`config.mk`:
```
export PLATFORM = sky130hd
export DESIGN_NAME = tmds_decoder_flat
export DESIGN_NICKNAME = d
export VERILOG_FILES = /design/src/rtl/tmds_decoder_if.sv /design/src/rtl/tmds_decoder.sv /design/src/flat_wrapper.sv
export SDC_FILE = /design/constraint.sdc
export NUM_CORES = 1
export LEC_CHECK = 0
export CAP_MARGIN = 20
export CORE_UTILIZATION = 30
export DETAILED_ROUTE_END_ITERATION = 10
export DONT_BUFFER_PORTS = 1
export MAX_ROUTING_LAYER = met4
export SETUP_SLACK_MARGIN = 0.15
export SYNTH_ARGS = -nofsm -noshare
export SYNTH_HDL_FRONTEND = slang
export SYNTH_SLANG_ARGS = --single-unit
```
`constraint.sdc`:
```
create_clock -name clk_pix -period 2.14 [get_ports clk_pix]
set_clock_uncertainty 0.1 [all_clocks]
set_input_delay 0.428 -clock clk_pix [delete_from_list [all_inputs] [get_ports clk_pix]]
set_output_delay 0.428 -clock clk_pix [all_outputs]
set_load 0.05 [all_outputs]
```
`src/rtl/tmds_decoder_if.sv`:
```
// Symbol/decoded-output bundle for one TMDS receive channel.
// The deserializer side (master) supplies symbols; the decoder (slave) returns decoded fields and bitslip.
interface tmds_decoder_if;
  logic [9:0] sym_in;
  logic [7:0] data_out;
  logic [1:0] ctrl_out;
  logic       de_out;
  logic       locked;
  logic       bitslip;

  modport master (
    output sym_in,
    input  data_out, ctrl_out, de_out, locked, bitslip
  );

  modport slave (
    input  sym_in,
    output data_out, ctrl_out, de_out, locked, bitslip
  );
endinterface

```
`src/rtl/tmds_decoder.sv`:
```
// TMDS channel receiver: word alignment via bitslip on blanking-token runs,
// then 10b symbol decode to pixel data or control bits.
module tmds_decoder #(
  parameter int SEARCH_TIMEOUT = 4096,
  parameter int CTRL_RUN       = 16,
  parameter int SLIP_WAIT      = 4
) (
  input logic           clk_pix,
  input logic           rst_pix_n,
  tmds_decoder_if.slave tmds
);

  localparam int TW = $clog2(SEARCH_TIMEOUT) + 1;
  localparam int RW = $clog2(CTRL_RUN) + 1;

  typedef enum logic [1:0] {
    ST_SEARCH    = 2'd0,
    ST_SLIP_WAIT = 2'd1,
    ST_LOCKED    = 2'd2
  } state_t;

  state_t        state;
  state_t        state_next;
  logic [9:0]    sym_q;
  logic          is_ctrl;
  logic [1:0]    ctrl_val;
  logic [7:0]    d_word;
  logic [7:0]    decoded;
  logic [RW-1:0] run_cnt;
  logic          run_hit;
  logic [TW-1:0] timer;
  logic          expire;
  logic          slip_set;
  logic          bitslip_q;
  logic [7:0]    data_q;
  logic [1:0]    ctrl_q;
  logic          de_q;

  always_ff @(posedge clk_pix or negedge rst_pix_n) begin
    if (!rst_pix_n) begin
      sym_q <= '0;
    end else begin
      sym_q <= tmds.sym_in;
    end
  end

  always_comb begin
    is_ctrl  = 1'b1;
    ctrl_val = 2'b00;
    case (sym_q)
      10'b1101010100: ctrl_val = 2'b00;
      10'b0010101011: ctrl_val = 2'b01;
      10'b0101010100: ctrl_val = 2'b10;
      10'b1010101011: ctrl_val = 2'b11;
      default:        is_ctrl  = 1'b0;
    endcase
  end

  // Undo the optional inversion, then the XOR/XNOR chain of the encoder.
  always_comb begin
    d_word     = sym_q[9] ? ~sym_q[7:0] : sym_q[7:0];
    decoded    = '0;
    decoded[0] = d_word[0];
    for (int i = 1; i < 8; i++) begin
      decoded[i] = sym_q[8] ? (d_word[i] ^ d_word[i-1]) : ~(d_word[i] ^ d_word[i-1]);
    end
  end

  assign run_hit = (state != ST_SLIP_WAIT) && is_ctrl && (run_cnt == RW'(CTRL_RUN - 1));
  assign expire  = (timer == TW'(SEARCH_TIMEOUT - 1));

  always_ff @(posedge clk_pix or negedge rst_pix_n) begin
    if (!rst_pix_n) begin
      run_cnt <= '0;
    end else if ((state == ST_SLIP_WAIT) || !is_ctrl) begin
      run_cnt <= '0;
    end else if (run_cnt != RW'(CTRL_RUN)) begin
      run_cnt <= run_cnt + RW'(1);
    end
  end

  // The timer doubles as the settle counter while waiting after a slip.
  always_ff @(posedge clk_pix or negedge rst_pix_n) begin
    if (!rst_pix_n) begin
      timer <= '0;
    end else if (run_hit || (state_next != state)) begin
      timer <= '0;
    end else begin
      timer <= timer + TW'(1);
    end
  end

  always_ff @(posedge clk_pix or negedge rst_pix_n) begin
    if (!rst_pix_n) begin
      state <= ST_SEARCH;
    end else begin
      state <= state_next;
    end
  end

  always_comb begin
    state_next = state;
    slip_set   = 1'b0;
    case (state)
      ST_SEARCH: begin
        if (run_hit) begin
          state_next = ST_LOCKED;
        end else if (expire) begin
          state_next = ST_SLIP_WAIT;
          slip_set   = 1'b1;
        end
      end
      ST_SLIP_WAIT: begin
        if (timer == TW'(SLIP_WAIT)) begin
          state_next = ST_SEARCH;
        end
      end
      ST_LOCKED: begin
        if (expire && !run_hit) begin
          state_next = ST_SEARCH;
        end
      end
      default: state_next = ST_SEARCH;
    endcase
  end

  // Outputs are gated by the state being entered so they agree with locked.
  always_ff @(posedge clk_pix or negedge rst_pix_n) begin
    if (!rst_pix_n) begin
      data_q    <= '0;
      ctrl_q    <= '0;
      de_q      <= 1'b0;
      bitslip_q <= 1'b0;
    end else begin
      bitslip_q <= slip_set;
      if (state_next != ST_LOCKED) begin
        data_q <= '0;
        ctrl_q <= '0;
        de_q   <= 1'b0;
      end else if (is_ctrl) begin
        ctrl_q <= ctrl_val;
        de_q   <= 1'b0;
      end else begin
        data_q <= decoded;
        de_q   <= 1'b1;
      end
    end
  end

  assign tmds.data_out = data_q;
  assign tmds.ctrl_out = ctrl_q;
  assign tmds.de_out   = de_q;
  assign tmds.locked   = (state == ST_LOCKED);
  assign tmds.bitslip  = bitslip_q;

endmodule
```
`src/flat_wrapper.sv`:
```
// flat-port wrapper written by rule: the top's interface ports become plain ports
module tmds_decoder_flat 
#(
  parameter int SEARCH_TIMEOUT = 4096,
  parameter int CTRL_RUN       = 16,
  parameter int SLIP_WAIT      = 4
)
  (clk_pix, rst_pix_n, tmds_sym_in, tmds_data_out, tmds_ctrl_out, tmds_de_out, tmds_locked, tmds_bitslip);
  tmds_decoder_if tmds_i ();
  input logic clk_pix;
  input logic rst_pix_n;
  input wire logic [$bits(tmds_i.sym_in)-1:0] tmds_sym_in;
  output wire logic [$bits(tmds_i.data_out)-1:0] tmds_data_out;
  output wire logic [$bits(tmds_i.ctrl_out)-1:0] tmds_ctrl_out;
  output wire logic [$bits(tmds_i.de_out)-1:0] tmds_de_out;
  output wire logic [$bits(tmds_i.locked)-1:0] tmds_locked;
  output wire logic [$bits(tmds_i.bitslip)-1:0] tmds_bitslip;
  assign tmds_i.sym_in = tmds_sym_in;
  assign tmds_data_out = tmds_i.data_out;
  assign tmds_ctrl_out = tmds_i.ctrl_out;
  assign tmds_de_out = tmds_i.de_out;
  assign tmds_locked = tmds_i.locked;
  assign tmds_bitslip = tmds_i.bitslip;
  tmds_decoder #(.SEARCH_TIMEOUT(SEARCH_TIMEOUT), .CTRL_RUN(CTRL_RUN), .SLIP_WAIT(SLIP_WAIT)) u_core (.clk_pix(clk_pix), .rst_pix_n(rst_pix_n), .tmds(tmds_i));
endmodule
```
==> metrics.yaml <==
synth.avg_cell_area_um2: 11.9
synth_fp_nets: 195
clock_sinks: 42
synthCells: 178
die_w_um: 85.9
die_h_um: 85.9
vias: 1419
worst_setup_path_end_kind: "flip-flop"
gp_congestion: 0.808
holdWs_ns: 0.0577
final_nets: 219
initial_core_util_pct: 31.0
core_mm2: 0.00679
cts_root_buffer: "clkbuf_8"
power.leakage_nw: 1.07
synth_seq_area_share_pct: 49.8
synth_cell_type_count: 42
fill_cells: 668
yosys.area.top_type: "dfrtp_1"
fmax_mhz: 527
worst-setup-path-type: "flip-flop to flip-flop"
start_kind: "flip-flop"
io_pins: 25
p_per_area_mw_per_mm2: 547
grt.busiest_layer: "met2"
clockBufferDepth: 2
grt_max_degree: 43
tightest_slew_ns: 0.506
fin_cells: 299
track_usage_pct: 12.7
hold_path.class: "primary input to flip-flop"
grt_pass1_wl_um: 7090
antenna_left: 0
power_w: 0.00137
clk_pin_slew_ns: 0.07
use_met1_pct: 16.0
synth_top_area_share_pct: 49.8
htreeDepth: 2
place_inst: 282
vias_per_cell: 4.75
drt-initial-drc-count: 120
slowest_delay_ns: 0.48
use_met3_pct: 3.37
row_count: 30
die-area_mm2: 0.00737
clkLatencyLatePin_ns: 0.30
synth_area_mm2: 0.00211
fin_crit_ns: 1.90
rsz0062_at_grt: "no"
maxCapViolCount: 0
grt_pass1_vias: 1432
io_buffers: 0
cp.arrival_ns: 1.97
synth_area_leaders: "dfrtp_1, xnor2_1, nor3_2, o2bb2ai_1, ha_1"
post-route-period-util_pct: 88.7
cts_tree: "done"
wire_per_inst_um: 14.3
slowest_stage: "or4b_1"
use_met2_pct: 19.5
cp_max_fo: 6
slew_headroom_pct: 66.2
drtPass1Iterations: 4
drc: 0
wirelength_um: 4290
slew_viol_final: 0
async_flop_share_pct: 100
tns_ns: 0
final_util_pct: 36.9
synth_edf_count: 0
ys.flop_type: "dfrtp_1"
synth_seq_cells: 42
status: "finished clean"
grt_overflow_total: 0
path_cells: "inv_1 > ha_1 > or4b_1 > o31ai_4 > o21a_4 > nor3_1"
peakVddDrop_mv: 0.189
ys_warn_count: 0
antenna_found_initial: 1
numCtsBuffers: 5
setup_violations: 0
dp_hpwl_um: 2880
hold_viol: 0
drive_gt1_share_pct: 26.7
required_ns: 2.21
syn_to_final_growth_pct: 18.7
-- power by group --
part,internal [W],switching (W)
logic,0.0000318,0.0000331
registers,0.000803,0.0000146
clock network,0.000219,0.000268
total,0.00105,0.000315
-- Yosys cell counts (2+ instances only) --
library cell and number:
and3_1 3, nor3_1 3, a21oi_1 4, xnor2_1 19, and4_1 3, nand4_1 3
nor2b_1 2, nand3_1 9, ha_1 5, nor3b_1 2, o2bb2ai_1 8, xor2_1 6
buf_6 3, nand2_1 7, or4b_1 2, nor3_2 10, inv_1 9, and4b_1 3
dfrtp_1 42, nor2_1 11, nor4_1 3
-- metrics by stage --
step | setup WS [ns] | cell area, um^2
final | 0.241 | 2500
after global routing | 0.147 | 2500
after floorplan | 0.209 | 2110
after CTS | 0.157 | 2430
after global placement | 0.118 | 2280
after detailed placement | 0.0684 | 2280
-- worst max-delay path: cells and delay by family, from the launching register on --
family	cells	cell delay (ns)
AO/OA/AOI/OAI	2	0.50
AND/OR/NAND/NOR	2	0.55
buffers and inverters	1	0.07
adder cells (fa/ha/maj)	1	0.13
flip-flops	1	0.44
-- routing by layer --
layer / wire, um / up-vias
li1: - / 693
met2: 2030 / 22
met1: 2040 / 698
met3: 172 / 6
met4: 52 / 0
met5: 0 / -
-- cells in the final DEF, fill, tap and decap left out, drive strengths merged, types with 4 or more instances in the layout --
master and n:
nand2 7, inv 9, nand3 9, nor3 13, clkbuf 5, a21oi 4
dfrtp 42, xnor2 19, o2bb2ai 8, xor2 6, nor2 11, buf 19
ha 5
-- layout make-up --
| class | count | area (um^2) | share of cell area [%] |
|---|---|---|---|
| Tap cell | 96 | 120 | 4.80 |
| Antenna cell | 1 | 2.50 | 0.0999 |
| Sequential cell | 42 | 1050 | 42.1 |
| Clock inverter | 2 | 10.0 | 0.400 |
| Multi-Input combinational cell | 124 | 1040 | 41.7 |
| Clock buffer | 5 | 68.8 | 2.75 |
| Timing Repair Buffer | 20 | 173 | 6.89 |
| Inverter | 9 | 33.8 | 1.35 |
-- path summary, 6_finish.rpt --
kind                                       from         endpoint  slack [ns]  cells past startpoint
worst min register to register  u_core.state[1]  u_core.state[0]        0.49                      1
min in group asynchronous             rst_pix_n  u_core.timer[8]        0.54                      2
worst max-delay path            u_core.timer[1]  u_core.timer[2]        0.24                      6
max in group asynchronous             rst_pix_n  u_core.sym_q[0]        1.18                      2
worst min-delay path             tmds_sym_in[0]  u_core.sym_q[0]        0.06                      0
worst max register to register  u_core.timer[1]  u_core.timer[2]        0.24                      6
-- flip-flops by register name, indices dropped and copies added (netlist names) --
register,count
u_core.timer,13
u_core.tmds.de_out,1
u_core.tmds.ctrl_out,2
u_core.sym_q,10
u_core.tmds.data_out,8
u_core.tmds.bitslip,1
u_core.state,2
u_core.run_cnt,5
-- cell families (layout without fill, tap and decap cells) --
family / after synthesis / in the layout / share of synthesized area [%]
compound gates: 22 / 23 / 9.37
xor+xnor: 25 / 25 / 10.4
fa+ha+maj: 5 / 5 / 2.97
buf+inv: 13 / 36 / 3.44
flops: 42 / 42 / 49.8
other cells: 0 / 1 / 0
mux: 1 / 1 / 0.475
simple gates: 70 / 70 / 23.5
-- repair_timing --
action                                  CTS  global route
hold buffers                              2             0
endpoints found under the hold margin    42             0
gates resized for setup                   3             8
setup buffers                             3             3
cloned                                    0             1
endpoints found under the setup margin   20            23
pin swaps                                 0             3
No activity file was read; power rests on OpenSTA's default activity.
